`src/rtl/lane_move_fsm.sv`:
```
// lane_move_fsm: clocked player-lane tracker across NUM_LANES lanes with button
// edge detection, an idle/start phase, an optional post-move cooldown, edge-of-track
// flags and a one-cycle move strobe.
// Optional feature macro: LANE_WRAP_EN (wrap from one end of the track to the other).
// Ports:
//   clk          system clock, rising edge
//   rst          asynchronous active-high reset
//   btn_left     debounced left button (level)
//   btn_right    debounced right button (level)
//   btn_start    debounced start button (level)
//   clear        synchronous return to IDLE
//   lane         current lane index, 0 = leftmost
//   lane_onehot  one-hot copy of lane
//   started      high in ACTIVE or COOLDOWN
//   moved        one-cycle strobe after each lane change
//   at_left      lane == 0
//   at_right     lane == NUM_LANES-1
module lane_move_fsm #(
    parameter int NUM_LANES       = 3,
    parameter int START_LANE      = 1,
    parameter int COOLDOWN_CYCLES = 0,
    parameter int LANE_W          = $clog2(NUM_LANES)
) (
    input  logic                 clk,
    input  logic                 rst,
    input  logic                 btn_left,
    input  logic                 btn_right,
    input  logic                 btn_start,
    input  logic                 clear,
    output logic [LANE_W-1:0]    lane,
    output logic [NUM_LANES-1:0] lane_onehot,
    output logic                 started,
    output logic                 moved,
    output logic                 at_left,
    output logic                 at_right
);
    generate
        if (NUM_LANES < 2 || START_LANE >= NUM_LANES) begin : g_bad_params
            $error("lane_move_fsm: need NUM_LANES >= 2 and START_LANE < NUM_LANES");
        end
    endgenerate

    localparam int CNT_W = (COOLDOWN_CYCLES > 1) ? $clog2(COOLDOWN_CYCLES) : 1;
    localparam logic [CNT_W-1:0]  CD_LOAD = CNT_W'((COOLDOWN_CYCLES > 0) ? COOLDOWN_CYCLES - 1 : 0);
    localparam logic [LANE_W-1:0] LAST    = LANE_W'(NUM_LANES - 1);
    localparam logic [LANE_W-1:0] START   = LANE_W'(START_LANE);

    typedef enum logic [1:0] {IDLE, ACTIVE, COOLDOWN} state_t;

    state_t            state, state_n;
    logic [LANE_W-1:0] lane_n;
    logic [CNT_W-1:0]  cnt, cnt_n;
    logic              moved_n;
    logic              prev_left, prev_right, prev_start;
    logic              press_left, press_right, press_start;
    logic              go_left, go_right;

    assign press_left  = btn_left & ~prev_left;
    assign press_right = btn_right & ~prev_right;
    assign press_start = btn_start & ~prev_start;
    // simultaneous left and right presses cancel each other
    assign go_left     = press_left & ~press_right;
    assign go_right    = press_right & ~press_left;

    always_ff @(posedge clk or posedge rst) begin
        if (rst) begin
            state      <= IDLE;
            lane       <= START;
            cnt        <= '0;
            moved      <= 1'b0;
            prev_left  <= 1'b0;
            prev_right <= 1'b0;
            prev_start <= 1'b0;
        end else begin
            state      <= state_n;
            lane       <= lane_n;
            cnt        <= cnt_n;
            moved      <= moved_n;
            prev_left  <= btn_left;
            prev_right <= btn_right;
            prev_start <= btn_start;
        end
    end

    always_comb begin
        state_n = state;
        lane_n  = lane;
        cnt_n   = cnt;
        moved_n = 1'b0;
        case (state)
            IDLE: if (press_start) state_n = ACTIVE;
            ACTIVE: begin
`ifdef LANE_WRAP_EN
                if (go_left) begin
                    lane_n  = at_left ? LAST : lane - 1'b1;
                    moved_n = 1'b1;
                end else if (go_right) begin
                    lane_n  = at_right ? '0 : lane + 1'b1;
                    moved_n = 1'b1;
                end
`else
                if (go_left && !at_left) begin
                    lane_n  = lane - 1'b1;
                    moved_n = 1'b1;
                end else if (go_right && !at_right) begin
                    lane_n  = lane + 1'b1;
                    moved_n = 1'b1;
                end
`endif
                if (moved_n && COOLDOWN_CYCLES > 0) begin
                    state_n = COOLDOWN;
                    cnt_n   = CD_LOAD;
                end
            end
            COOLDOWN: begin
                if (cnt == '0) state_n = ACTIVE;
                else cnt_n = cnt - 1'b1;
            end
            default: state_n = IDLE;
        endcase
        if (clear) begin
            state_n = IDLE;
            lane_n  = START;
            cnt_n   = '0;
            moved_n = 1'b0;
        end
    end

    assign started  = (state != IDLE);
    assign at_left  = (lane == '0);
    assign at_right = (lane == LAST);

    genvar i;
    generate
        for (i = 0; i < NUM_LANES; i++) begin : g_onehot
            assign lane_onehot[i] = (lane == LANE_W'(i));
        end
    endgenerate
endmodule
```
`config.mk`:
```
export PLATFORM = sky130hd
export DESIGN_NAME = lane_move_fsm
export DESIGN_NICKNAME = d
export VERILOG_FILES = /design/src/rtl/lane_move_fsm.sv
export SDC_FILE = /design/constraint.sdc
export NUM_CORES = 1
export LEC_CHECK = 0
export ABC_CLOCK_PERIOD_IN_PS = 1350
export CAP_MARGIN = 0
export CORE_AREA = 2 2 39 41
export CTS_BUF_LIST = sky130_fd_sc_hd__clkbuf_16
export CTS_CLUSTER_DIAMETER = 120
export DETAILED_ROUTE_END_ITERATION = 6
export DIE_AREA = 0 0 41 43
export GPL_ROUTABILITY_DRIVEN = 1
export PLACE_DENSITY_LB_ADDON = 0.1
export SETUP_SLACK_MARGIN = 0.4
export SLEW_MARGIN = 30
export SYNTH_ARGS = -nofsm -noshare
export SYNTH_HDL_FRONTEND = slang
export SYNTH_SLANG_ARGS = --single-unit
```
`constraint.sdc`:
```
create_clock -name clk -period 1.35 [get_ports clk]
set_clock_uncertainty 0.05 [all_clocks]
set_input_delay 0.27 -clock clk [delete_from_list [all_inputs] [get_ports clk]]
set_output_delay 0.27 -clock clk [all_outputs]
set_load 0.1 [all_outputs]
```
Word level (Yosys, flattened, before mapping)
Cells that the tools add are included.
{"block": "op_classes", "addsub": 3, "n_eq_ne": 7, "n_mux": 15, "n_bitwise": 10, "reduce_logical": 12}
{"cell": "$mux W2", "n": 7}
{"cell": "$mux W1", "n": 7}
{"cell": "$ne A3 B3 Y1 const B", "n": 2}
{"cell": "$pmux W2 S3", "n": 1}
{"cell": "$reduce_bool A2 Y1", "n": 3}
{"cell": "$and A1 B1 Y1", "n": 5}
{"cell": "$not A1 Y1", "n": 5}
{"cell": "$eq A2 B1 Y1 const B", "n": 2}
{"cell": "$eq A2 B2 Y1 const B", "n": 2}
{"cell": "$logic_not A2 Y1", "n": 2}
{"cell": "$reduce_and A3 Y1", "n": 1}
{"cell": "$reduce_bool A3 Y1", "n": 1}
{"cell": "$add A2 B1 Y2 const B", "n": 1}
{"cell": "$logic_and A1 B1 Y1", "n": 2}
{"cell": "$logic_not A1 Y1", "n": 2}
{"cell": "$ne A2 B2 Y1 const B", "n": 1}
{"cell": "$reduce_and A2 Y1", "n": 1}
{"cell": "$sub A2 B1 Y2 const B", "n": 1}
{"cell": "$sub A1 B1 Y1 const B", "n": 1}
{"block": "word_totals", "reg_bits": 9, "inputBits": 6, "out_inout_bits": 9, "wordCells": 54}

Logic depth before layout (Yosys ltp)
Gate-level depths: netlist of the first run.
{"block": "logic_depth", "word_depth": 9, "depth_mapped": 6}

Least setup slack after synthesis of the first run
No wires, ideal clock.
{"block": "synth_timing", "path_kind": "register to register", "from": "register lane[1]", "to": "register lane[1]", "arrival_time_ps": 2569, "required_ps": 1223, "setup_slack_ps": -1346, "stages_incl_launch_ff": 6, "path_buffers": 0, "period_less_slack_ps": 2696, "path_cell_list": "dfrtp_1 > ha_1 > nand4bb_1 > nor2_2 > a211o_1 > a21oi_1"}
{"element": "start, declared", "line_no": "30", "text": "output logic [LANE_W-1:0] lane,"}
{"element": "start signal, assigned", "line_no": "76", "text": "lane <= lane_n;"}
{"element": "$eq A2 B2 Y1", "line_no": "131", "text": "assign at_right = (lane == LAST);"}
{"element": "named net at_right", "line_no": "35", "text": "output logic at_right"}
{"element": "$logic_not A1 Y1", "line_no": "105", "text": "end else if (go_right && !at_right) begin"}
{"element": "$logic_and A1 B1 Y1", "line_no": "105"}
{"element": "$reduce_bool A3 Y1 (no source line)"}
{"element": "$reduce_and A2 Y1 (no source line)"}
The timed path passes the listed nets, and every way through them passes these cells. The select of a mux whose other input is x is not followed.
A chain may end at the register's enable or synchronous reset.

Worst setup path after layout of the first run
{"block": "layout_timing", "from": "register lane[0]", "to": "output at_left"}
{"block": "layout_between", "elab_chain_cells": 1}
{"element": "$logic_not A2 Y1", "line_no": "130", "text": "assign at_left = (lane == '0);"}
{"element": "end, declared", "line_no": "34", "text": "output logic at_left,"}
Every way passes these cells.

==> results of run 1 <==
[what timing repair did]
item                       4_1_cts  5_1_grt
gates resized for setup          7        0
pin swaps                        5        2
setup endpoints to repair       12       12
[state kept, by name (all words and copies together) (netlist names)]
register	cells
prev_start	1
prev_left	1
lane	2
moved	1
prev_right	1
state	1
[worst min path at each step]
stage               start  cells past startpoint                    to
floorplan             rst                      1   prev_left$_DFF_PP0_
global placement      rst                      2  prev_start$_DFF_PP0_
detailed placement    rst                      2  state[0]$_DFFE_PP0P_
CTS                   rst                      2  prev_start$_DFF_PP0_
global route          rst                      2  state[0]$_DFFE_PP0P_
finish                rst                      2  prev_start$_DFF_PP0_
[Yosys cell counts]
library cell,number
dfrtp_1,6
a21oi_1,2
dfstp_2,1
mux2i_1,1
nor2_2,1
buf_4,2
nor2_1,4
nand4bb_1,1
nor2b_4,1
nor3_1,1
a31oi_1,1
nor3b_2,1
ha_1,3
inv_1,5
a21oi_2,1
a211o_1,1
nor2b_1,1
[worst max-delay path, stage by stage, from the launching register on]
cell,delay (ns)
dfstp_4,0.62
inv_4,0.05
ha_4,0.16
buf_6,0.12
buf_12,0.15
[routing by layer]
metal	vias up	routed length, microns	track usage (%)
met2	12	401	16.3
met5	-	0	0
li1	151	-	-
met3	2	63	7.85
met1	135	305	14.7
met4	0	17	10.0
[layout make-up]
type / count / area (sq um) / share of cell area (%)
Clock buffer: 3 / 75.1 / 9.32
Sequential cell: 7 / 191 / 23.8
Timing Repair Buffer: 19 / 279 / 34.6
Multi-Input combinational cell: 19 / 215 / 26.7
Clock inverter: 1 / 3.75 / 0.466
Inverter: 5 / 21.3 / 2.64
Tap cell: 16 / 20.0 / 2.48
[power by group through the flow]
stage	Combinational, mW	Sequential [mW]	Clock, mW
2_1_floorplan	0.0933	0.276	0
5_1_grt	0.225	0.238	0.516
4_1_cts	0.217	0.236	0.500
6_report	0.215	0.236	0.489
3_5_place_dp	0.207	0.237	0
3_3_place_gp	0.205	0.237	0
[cells by family after synthesis]
kind of cell	count (synthesis)	synth area share [%]
compound gates	5	9.34
fa+ha+maj	3	10.4
buf+inv	7	9.34
flops	7	48.8
mux	1	2.77
simple gates	10	19.4
[through the flow]
stage	hold slack (ns)	setup slack (ns)	utilization [%]	setup TNS, ns
after floorplan	0.0227	-0.527	-	-2.80
after global placement	0.461	-0.165	49.1	-0.869
after detailed placement	0.470	-0.205	49.1	-0.954
after CTS	0.232	-0.305	58.2	-2.11
after global routing	0.244	-0.324	58.2	-2.39
final	0.223	-0.295	58.2	-1.96
==> results.md, run 1 <==
- ANT cells: 0
- Starting Density: 26.1%
- Root Driver: clkbuf_16
- H-tree Lvls: 1
- Fin crit share: 122%
- Post-CTS Hold Buffers: 0
- Mapped Avg Cell Area: 11.0 sq um
- CP Capture Type: output port
- Fin cells: 70
- Worst setup SP type: register
- Worst setup path endpoint: at_left
- Synth-to-layout area growth: 123%
- Nets@finish: 64
- Status: finished, violations left
- Switching power: 0.243 mW
- Final setup violation count: 9
- CP arrival: around 1.3 ns
- Tmin final: 1.65 ns
- WS Path Type: register to output port
- Slew @ Worst Pin: 0.268 ns
- Req. time, crit path: 1.03 ns
- Reg2reg start: lane[0]$_DFFE_PP1P_
- Synthesized area: 362 sq um
- Class of the worst hold path: input pin to asynchronous set/reset pin
- Die Area: 1760 sq um
- Slew margin rel.: approximately 82%
- Antenna viol nets, final: 0
- Synth top area share: between 40 and 50%
- Via count: 300
- FF+latch count, synth: 7
- Pwr Total: about 0.94 mW
- CTS tree: built
- Vias in the first global route: 306
- Final Hold Fails: 0
- Worst Path Max Fanout: 3
- Post-Syn Nets: 42
- Core area: roughly 1400 sq um
- Peak VDD IR: 0.875 mV
- Mean routed wirelength per cell: 11.2 microns
- Post-synth top area cell: dfrtp_1
- Synth Instances: 33
- Max cap viols: 0
- Clock sinks: 7
- Die X: 41 microns
- Leak Pwr: ~0.35 nW
- Seq/Total Area, Yosys: 48.8%
- Commonest non-fill, non-tap cell in the layout: buf_12
- Synth warn: 0
- Pwr Density: 1170 nW/um^2
- Drt drc: 0
- Dpl cells: 66
- R2r worst-path depth: 5
- GPL Wtd Cong: 0.743
- Reg-to-reg slack, setup: -0.18 ns
- Initial antenna violation count: 0
- Max Clk Rate: a little over 600 MHz
- Number of core rows: 14
- Clock Latency Late Sink: roughly 0.23 ns
- Buffers added on ports: 14
- Num CTS Buffers: 3
- Total GRT Usage: 12.8%
- Global-route wire length before repair: 1370 microns
- Vias per Instance: about 4.3
- Clk buf depth: 2
- Failing checks: setup timing
- Most frequent cells in the layout: buf_12, clkdlybuf4s50_1, nor2_1, inv_1
- Final instance area: 806 sq um
- Clock slew seen by the registers of the worst setup and hold paths: 0.04 ns
- CP startpoint: lane[0]$_DFFE_PP1P_
- Worst r2r dst: lane[1]$_DFFE_PP0P_
- Reg power frac: 25.1%
- Remaining Overflow, GRT: 0
- # IOs: 15
- Initial drt markers: 5
- Power share of the clock group: 52.0%
- RSZ-0062 raised after global routing: true
- Layout cell share with drive strength beyond 1: roughly 59%
- Synth area leaders: dfrtp_1, ha_1, dfstp_2, inv_1, buf_4
- Post-DP HPWL: between 600 and 700 microns
- Synth unique cells: 17
- Final WL: about 790 microns
- Post-CTS Setup Inserts: 0
- DP Area: approximately 680 sq um
- Largest net degree at the start of global routing: 8
- Setup ws final: -0.295 ns
- Sw Share: around a quarter
- Max-slew violations: 0
- Fillers: roughly 110
- First drt pass iteration count: 2
- DIE HEIGHT: 43 microns
- Combinational Power Share: 22.9%
- Internal: 0.697 mW
No activity file was read; power rests on OpenSTA's default activity.
==> inputs of run 2 (changes only) <==
- ABC_AREA: default -> 1
- GPL_TIMING_DRIVEN: default -> 0
==> results.md, run 2 <==
- Synth top cells by count: inv_1, nand2_1, dfrtp_1 (was dfrtp_1, inv_1, nor2_1)
- Switching power: 0.970 mW (was 0.243 mW)
- DIE HEIGHT: 43 microns (unchanged)
- Synth unique cells: 14 (was 17)
- Internal: 1.15 mW (was 0.697 mW)
- Largest family of logic cells by synthesized area: simple AND/OR/NAND/NOR gates (unchanged)
- ANT cells: 0 (unchanged)
- Slew margin rel.: 81.4% (was 82.1%)
- Async S/R FF share, synth: 100% (unchanged)
- Crit-path cells: inv_6 > ha_4 > buf_6 > buf_12 (was inv_4 > ha_4 > buf_6 > buf_12)
- Post-Synth Adder-Cell Area: 9.40% (was 10.4%)
- Number of core rows: 14 (unchanged)
- Reg2reg start: lane[0]$_DFFE_PP1P_ (unchanged)
- Reg power frac: 15.2% (was 25.1%)
- Mean routed wirelength per cell: 10.5 microns (was 11.2 microns)
- Worst Path Max Fanout: 4 (was 3)
- Initial drt markers: 4 (was 5)
- Worst setup SP type: register (unchanged)
- Clk buf depth: 2 (unchanged)
- Biggest register: lane (unchanged)
- Total GRT Usage: 11.9% (was 12.8%)
- Synth Area in Simple Gates: 29.2% (was 19.4%)
- GPL Wtd Cong: 0.713 (was 0.743)
- RSZ-0062 raised after global routing: true (unchanged)
- Synth Instances: 47 (was 33)
- Req. time, crit path: 1.03 ns (about the same)
- Peak VDD IR: 1.66 mV (was 0.875 mV)
- Root Driver: clkbuf_16 (unchanged)
- Max cap viols: 0 (unchanged)
- Layout cell share with drive strength beyond 1: 62.5% (was 59.3%)
- CP arrival: 1.36 ns (was 1.33 ns)
- Core area: 1380 sq um (unchanged)
- Top-count cell post-synth: inv_1 (was dfrtp_1)
- Vias in the first global route: 345 (was 306)
- Tmin final: 1.68 ns (was 1.65 ns)
- Class of the worst hold path: input pin to asynchronous set/reset pin (unchanged)
- Die Area: 1760 sq um (unchanged)
- CTS tree: built (unchanged)
- Combinational Power Share: 61.2% (was 22.9%)
- Clock sinks: 7 (unchanged)
- Final Hold Fails: 0 (unchanged)
- Clock slew seen by the registers of the worst setup and hold paths: 0.04 ns (about the same)
- Num CTS Buffers: 3 (unchanged)
- Synth warn: 0 (unchanged)
- Final WL: 925 microns (was 787 microns)
- Global-route wire length before repair: 1340 microns (was 1370 microns)
- Seq/Total Area, Yosys: 44.2% (was 48.8%)
- Via count: 358 (was 300)
- Fin crit share: 124% (was 122%)
- H-tree Lvls: 1 (unchanged)
- Worst r2r dst: lane[1]$_DFFE_PP0P_ (unchanged)
- Pwr Density: 2470 nW/um^2 (was 1170 nW/um^2)
- Starting Density: 28.8% (was 26.1%)
- Largest net degree at the start of global routing: 8 (unchanged)
- Final setup violation count: 9 (unchanged)
- Post-synth top area cell: dfrtp_1 (unchanged)
- Buffers added on ports: 14 (unchanged)
- Max reg flops: 2 (unchanged)
- Multiplexer area fraction after synthesis: 0% (was 2.77%)
- Synth area leaders: dfrtp_1, inv_1, ha_1, nand2_1, dfstp_2 (was dfrtp_1, ha_1, dfstp_2, inv_1, buf_4)
- Post-Syn Nets: 56 (was 42)
- Synth top area share: 37.6% (was 41.5%)
- Clock Latency Late Sink: 0.23 ns (about the same)
- Vias per Instance: 4.07 (was 4.29)
- R2r worst-path depth: 9 (was 5)
- Post-DP HPWL: 584 microns (was 634 microns)
- Total Neg Setup Slack: -2.00 ns (was -1.96 ns)
- Most frequent cells in the layout: inv_1, nand2_1, buf_12, buf_4, clkdlybuf4s50_1 (was buf_12, clkdlybuf4s50_1, nor2_1, inv_1)
- Sw Share: 45.8% (was 25.9%)
- Synth Area in XOR/XNOR: 0% (unchanged)
- Remaining Overflow, GRT: 0 (unchanged)
- Die X: 41 microns (unchanged)
- First drt pass iteration count: 4 (was 2)
- Mapped Avg Cell Area: 8.49 sq um (was 11.0 sq um)
- # IOs: 15 (unchanged)
- Setup ws final: -0.325 ns (was -0.295 ns)
- Max Clk Rate: 597 MHz (was 608 MHz)
- Status: finished, violations left (unchanged)
- Failing checks: setup timing (unchanged)
- WS Path Type: register to output port (unchanged)
- CP Capture Type: output port (unchanged)
- Leak Pwr: 0.411 nW (was 0.350 nW)
- Worst path max stage delay: 0.64 ns (was 0.62 ns)
- Top FF cell, synth: dfrtp_1 (unchanged)
- Initial antenna violation count: 0 (unchanged)
- Pwr Total: 2.12 mW (was 0.940 mW)
- Number of synthesized flops with an enable pin: 0 (unchanged)
- Power share of the clock group: 23.6% (was 52.0%)
- Nets@finish: 82 (was 64)
- Slew @ Worst Pin: 0.278 ns (was 0.268 ns)
- Max-slew violations: 0 (unchanged)
- FF+latch count, synth: 7 (unchanged)
- Synth-to-layout area growth: 115% (was 123%)
- Drt drc: 0 (unchanged)
- Reg-to-reg slack, setup: -0.18 ns (about the same)
- Antenna viol nets, final: 0 (unchanged)
- Complex-gate fraction of the synthesized area: 1.25% (was 9.34%)
- Synthesized area: 399 sq um (was 362 sq um)
- CP startpoint: lane[0]$_DFFE_PP1P_ (unchanged)
- Slowest library cell on the worst path: dfstp_4 (unchanged)
## run 2: changes by cell type in the layout (fill, tap and decap cells not counted), moves of 2 or more
cell     previous run  this run
a21oi_1             2         0
buf_12              9         7
buf_4               2         7
inv_1               4         8
inv_2               1         3
nand2_1             0         8
nand2_2             0         4
nand3_2             0         3
nor2_1              4         2
## run 2: cell families after synthesis
group,Yosys count
compound gates,1
fa+ha+maj,3
buf+inv,15
flops,7
simple gates,21
## run 2: what timing repair did
item	4_1_cts	5_1_grt
hold buffers	0	0
setup endpoints to repair	12	13
resized for setup	76	10
setup buffers	5	2
pin swaps	5	2
## run 2: worst max-delay path by stage
stage	depth (start not counted)	endpoint	slack (ns)
global route	4	lane_onehot[2]	-0.34
floorplan	3	lane_onehot[0]	-0.39
detailed placement	4	lane_onehot[0]	-0.97
finish	4	lane_onehot[2]	-0.33
CTS	4	lane_onehot[2]	-0.31
global placement	4	lane_onehot[0]	-0.96
## run 2: layout make-up
class | instances | area [sq um]
Buffer | 2 | 22.5
Clock buffer | 3 | 75.1
Clock inverter | 1 | 5.00
Fill cell | 119 | 526
Inverter | 13 | 56.3
Multi-Input combinational cell | 25 | 223
Sequential cell | 7 | 191
Tap cell | 16 | 20.0
Timing Repair Buffer | 21 | 265
## run 2: stage by stage
step	cells	area, sq um	util, %	hold slack, ns	setup slack, ns
3_3_place_gp	77	617	44.6	0.474	-0.961
3_5_place_dp	77	617	44.6	0.489	-0.967
2_1_floorplan	47	457	-	0.0227	-0.391
6_report	88	858	62.0	0.228	-0.325
5_1_grt	88	858	62.0	0.263	-0.340
4_1_cts	86	806	58.2	0.238	-0.310
## run 2: metal layers
layer | wire length [microns] | share of wire [%] | track usage (%)
met4 | 0 | 0 | 10.0
met1 | 379 | 41 | 14.2
met3 | 39 | 4.2 | 1.57
met5 | 0 | 0 | 0
met2 | 505 | 55 | 17.5
## run 2: power by group through the flow
stage	clock network (mW)	registers, mW	logic [mW]
after CTS	0.520	0.322	1.19
final	0.501	0.322	1.30
after global placement	0	0.311	0.989
after global routing	0.529	0.326	1.35
after floorplan	0	0.496	0.651
after detailed placement	0	0.312	0.989
## run 2: critical path, delay by kind of cell (launching register included)
| family | cells | cell delay (ns) |
|---|---|---|
| adders and majority gates | 1 | 0.16 |
| DFF | 1 | 0.64 |
| buffers and inverters | 3 | 0.32 |
==> inputs of run 3 (changes only) <==
- ABC_CLOCK_PERIOD_IN_PS: 1350 -> 1400
- clock period: 1.35 -> 1.4 ns (I/O delays scaled with it)
==> results.md, run 3 (synthesis results as in run 2) <==
- Global-route wire length before repair: 1440 microns (was 1340 microns)
- DIE HEIGHT: 43 microns (unchanged)
- Largest net degree at the start of global routing: 8 (unchanged)
- Class of the worst hold path: input pin to asynchronous set/reset pin (unchanged)
- Most frequent cells in the layout: inv_1, buf_4, nand2_1, buf_12, clkdlybuf4s50_1 (was inv_1, nand2_1, buf_12, buf_4, clkdlybuf4s50_1)
- WS Path Type: register to output port (unchanged)
- Core area: 1380 sq um (unchanged)
- Clock sinks: 7 (unchanged)
- Worst Path Max Fanout: 4 (unchanged)
- Clock Latency Late Sink: 0.23 ns (about the same)
- Vias in the first global route: 363 (was 345)
- CTS tree: built (unchanged)
- Peak VDD IR: 1.29 mV (was 1.66 mV)
- Fin crit share: 119%
- Drt drc: 0 (unchanged)
- CP arrival: 1.34 ns (was 1.36 ns)
- Remaining Overflow, GRT: 0 (unchanged)
- Vias per Instance: 4.11 (was 4.07)
- Starting Density: 28.8% (unchanged)
- Num CTS Buffers: 3 (unchanged)
- # IOs: 15 (unchanged)
- Layout cell share with drive strength beyond 1: 61.1% (was 62.5%)
- Clock slew seen by the registers of the worst setup and hold paths: 0.04 ns (about the same)
- Antenna viol nets, final: 0 (unchanged)
- RSZ-0062 raised after global routing: true (unchanged)
- Setup ws final: -0.265 ns (was -0.325 ns)
- Status: finished, violations left (unchanged)
- First drt pass iteration count: 4 (unchanged)
- Final instance area: 832 sq um (was 858 sq um)
- Total Neg Setup Slack: -1.68 ns (was -2.00 ns)
- Via count: 362 (was 358)
- Number of core rows: 14 (unchanged)
- Synth-to-layout area growth: 108% (was 115%)
- CP Capture Type: output port (unchanged)
- Total GRT Usage: 13.3% (was 11.9%)
- Fin cells: 88 (unchanged)
- DP Area: 611 sq um (was 617 sq um)
- Top cell family by delay on the critical path: flip-flops (unchanged)
- Pwr Density: 2360 nW/um^2 (was 2470 nW/um^2)
- Post-DP HPWL: 590 microns (was 584 microns)
- Leak Pwr: 0.404 nW (was 0.411 nW)
- Req. time, crit path: 1.07 ns (was 1.03 ns)
- Tmin final: 1.67 ns
- Max Clk Rate: 600 MHz
- Reg-to-reg slack, setup: -0.11 ns (was -0.18 ns)
- ANT cells: 0 (unchanged)
- Slew margin rel.: 67.5% (was 81.4%)
- Die X: 41 microns (unchanged)
- Crit-path cells: inv_6 > ha_4 > buf_6 > buf_12 (unchanged)
- Worst r2r dst: lane[1]$_DFFE_PP0P_ (unchanged)
- Worst path max stage delay: 0.64 ns (about the same)
- Reg2reg start: lane[0]$_DFFE_PP1P_ (unchanged)
- Slew @ Worst Pin: 0.491 ns (was 0.278 ns)
- Nets@finish: 82 (unchanged)
- Final WL: 829 microns (was 925 microns)
- Failing checks: setup timing (unchanged)
- Worst setup SP type: register (unchanged)
- Buffers added on ports: 14 (unchanged)
- Finished Core Util: 60.1% (was 62.0%)
- GPL Wtd Cong: 0.663 (was 0.713)
- Final Hold Fails: 0 (unchanged)
- Root Driver: clkbuf_16 (unchanged)
- Final setup violation count: 9 (unchanged)
- Max-slew violations: 0 (unchanged)
- R2r worst-path depth: 9 (unchanged)
- Initial drt markers: 5 (was 4)
- Biggest register: lane (unchanged)
- Buf/Inv on CP: 3 (unchanged)
- Die Area: 1760 sq um (unchanged)
- Initial antenna violation count: 0 (unchanged)
- Clk buf depth: 2 (unchanged)
- Mean routed wirelength per cell: 9.42 microns (was 10.5 microns)
- Dpl cells: 77 (unchanged)
- H-tree Lvls: 1 (unchanged)
- Slowest library cell on the worst path: dfstp_4 (unchanged)
- Max cap viols: 0 (unchanged)
- Max reg flops: 2 (unchanged)
[run 3: cell count changes in the layout (fill, tap and decap cells not counted), sizes merged]
cell	previous run	this run
clkinv	1	0
inv	13	14
[run 3: power breakdown]
group          internal (mW)  total [mW]  switching (mW)
clock                  0.371       0.475           0.104
combinational          0.430        1.18           0.753
sequential             0.256       0.305          0.0490
[run 3: timing repair]
item / CTS / global route
buffers inserted: 5 / 2
endpoints found under the setup margin: 12 / 13
hold endpoints to repair: 0 / 0
cloned: 0 / 0
pin swaps: 5 / 2
resized for setup: 76 / 4
hold buffers: 0 / 0
[run 3: how the worst max path moves through the flow]
stage               depth (start not counted)  slack, ns                start              to
detailed placement                          4      -0.92  lane[1]$_DFFE_PP0P_  lane_onehot[0]
floorplan                                   3      -0.35  lane[1]$_DFFE_PP0P_  lane_onehot[0]
CTS                                         4      -0.27  lane[0]$_DFFE_PP1P_  lane_onehot[0]
global placement                            4      -0.92  lane[1]$_DFFE_PP0P_  lane_onehot[0]
finish                                      4      -0.27  lane[0]$_DFFE_PP1P_  lane_onehot[0]
global route                                4      -0.29  lane[0]$_DFFE_PP1P_  lane_onehot[0]
[run 3: cell type report]
class                      count  area [sq um]
buffer                         2          22.5
clock buffer                   3          75.1
clock inverter                 1          3.75
fill                         120           552
inverter                      13          56.3
multi-input combinational     25           223
sequential                     7           189
tap                           16          20.0
timing repair buffer          21           243
[run 3: through the flow]
stage	power, mW	hold slack [ns]	setup slack [ns]
6_report	1.96	0.236	-0.265
5_1_grt	2.05	0.281	-0.288
4_1_cts	1.94	0.250	-0.273
3_5_place_dp	1.25	0.496	-0.915
3_3_place_gp	1.25	0.482	-0.920
2_1_floorplan	1.10	0.0326	-0.351
[run 3: per-layer routing]
layer / up-vias / wire length, microns / GRT usage [%]
li1: 187 / - / -
met1: 161 / 330 / 13.6
met2: 10 / 422 / 19.7
met3: 4 / 45 / 6.28
met4: 0 / 29 / 10.0
met5: - / 0 / 0
==> RTL edit (flow settings as in run 1) <==
Change the parameter `NUM_LANES` from 3 to 6.
--- a/src/rtl/lane_move_fsm.sv
+++ b/src/rtl/lane_move_fsm.sv
@@ -18,3 +18,3 @@
 module lane_move_fsm #(
-    parameter int NUM_LANES       = 3,
+    parameter int NUM_LANES       = 6,
     parameter int START_LANE      = 1,
Interface: changed (resized lane and lane_onehot); port bits go from 15 to 19. The function was not compared with the original's and may differ.
==> RTL edit against run 1 <==
The run still ends with negative setup slack left. Sequential share of layout area is 7.1 points lower. Sequential cell count is 1 higher. Cell area is 62% higher. Worst setup slack worse by 250 ps. Total power is 23% higher. Routed wire length grew to 2.9 times the old value. Combinational power is 79% higher. Synthesized area is 39% higher. Critical path type is now register to register. Critical endpoint is now lane[2]$_DFFE_PP0P_.
==> RTL edit: results (changes against run 1) <==
** Logic synthesis
- The mux cell area share after synthesis was 2.23% (-0.53 points).
- Gate count after technology mapping :: 50 (+52%)
- Cell types occupying the most area after synthesis :: sky130_fd_sc_hd__dfrtp_1 35%, sky130_fd_sc_hd__ha_1 15%, sky130_fd_sc_hd__dfstp_2 5.2%
- Share of the synthesized area in compound gates (AO/OA/AOI/OAI) :: 8.93% (-0.41 points)
- Distinct cells, synth :: 26 (+9)
- Commonest cells in the synthesized netlist :: 7 x sky130_fd_sc_hd__dfrtp_1, 7 x sky130_fd_sc_hd__inv_1, 6 x sky130_fd_sc_hd__ha_1
- The xor/xnor share of the synthesized area is 1.74% (+1.7 points).
- The register bit count reported by yosys came to 8 (+1).

** Finish
- Register share of the cell area :: 16.7% (-7.1 points)
- Repair and plain buffers :: 45 (+26)
- Multi-input gate area :: 397 sq um (+84%)
- The non-clock inverter total of the final layout was 7 (+2).
- The filler cell count came to 39 (-64%).
- The count of multi-input combinational gates is 33 (+14).
- Share of final-layout standard cells stronger than drive strength 1 :: 73.2% (+14 points)

** Placement
- The half-perimeter wire length after placement came to 1130 um (+79%).
- The setup slack after placement came to -548 ps (-343 ps).
- The quantity of I/O buffers inserted on ports came to 18 (+4).

** Timing
- Final-report setup violation count :: 15 (+6)
- Setup WS post-layout :: -550 ps (-254 ps)
- The accumulated negative setup slack was -6140 ps (-4170 ps).

** Power and ir drop
- Leakage :: 0.572 nW (+64%)
- Clock distribution power :: 0.507 mW (+4%)
- The switching power total is 0.346 mW (+42%).

** Run status
- Result of the run :: finished, violations left
- Violated checks :: negative setup slack

** Detailed routing
- The total iterations of the first detailed-routing run came to 4 (+2).
- Wire length after detailed routing :: 2280 um (+190%)

** Worst setup path
- Worst endpoint data arrival time :: 1970 ps (+640 ps)

** GRT
- Maximum number of pins on one net before global-route repair :: 9 (+1)
- Number of global-route vias before repair :: 689 (+130%)

** Clock tree
- Count of instances resized after the clock tree is built :: 25 (+18)
-- RTL edit: how the worst max path moves through the flow --
| stage | startpoint | endpoint | slack [ps] | cells past startpoint |
|---|---|---|---|---|
| after floorplan | lane[1]$_DFFE_PP0P_ | lane[2]$_DFFE_PP0P_ | -870 | 6 |
| after global placement | lane[0]$_DFFE_PP1P_ | lane[2]$_DFFE_PP0P_ | -510 | 6 |
| after detailed placement | lane[0]$_DFFE_PP1P_ | lane[2]$_DFFE_PP0P_ | -550 | 6 |
| after CTS | lane[0]$_DFFE_PP1P_ | at_right | -500 | 6 |
| after global routing | lane[0]$_DFFE_PP1P_ | lane[2]$_DFFE_PP0P_ | -600 | 6 |
| final | lane[0]$_DFFE_PP1P_ | lane[2]$_DFFE_PP0P_ | -550 | 6 |
-- RTL edit: metal layers --
layer	global-route usage, %	part of all wire, %	up-vias
met3	3.66	4.4	8
met2	55.6	56	31
met1	29.4	36	293
li1	-	-	260
met4	16.0	3.1	0
met5	0	0	-
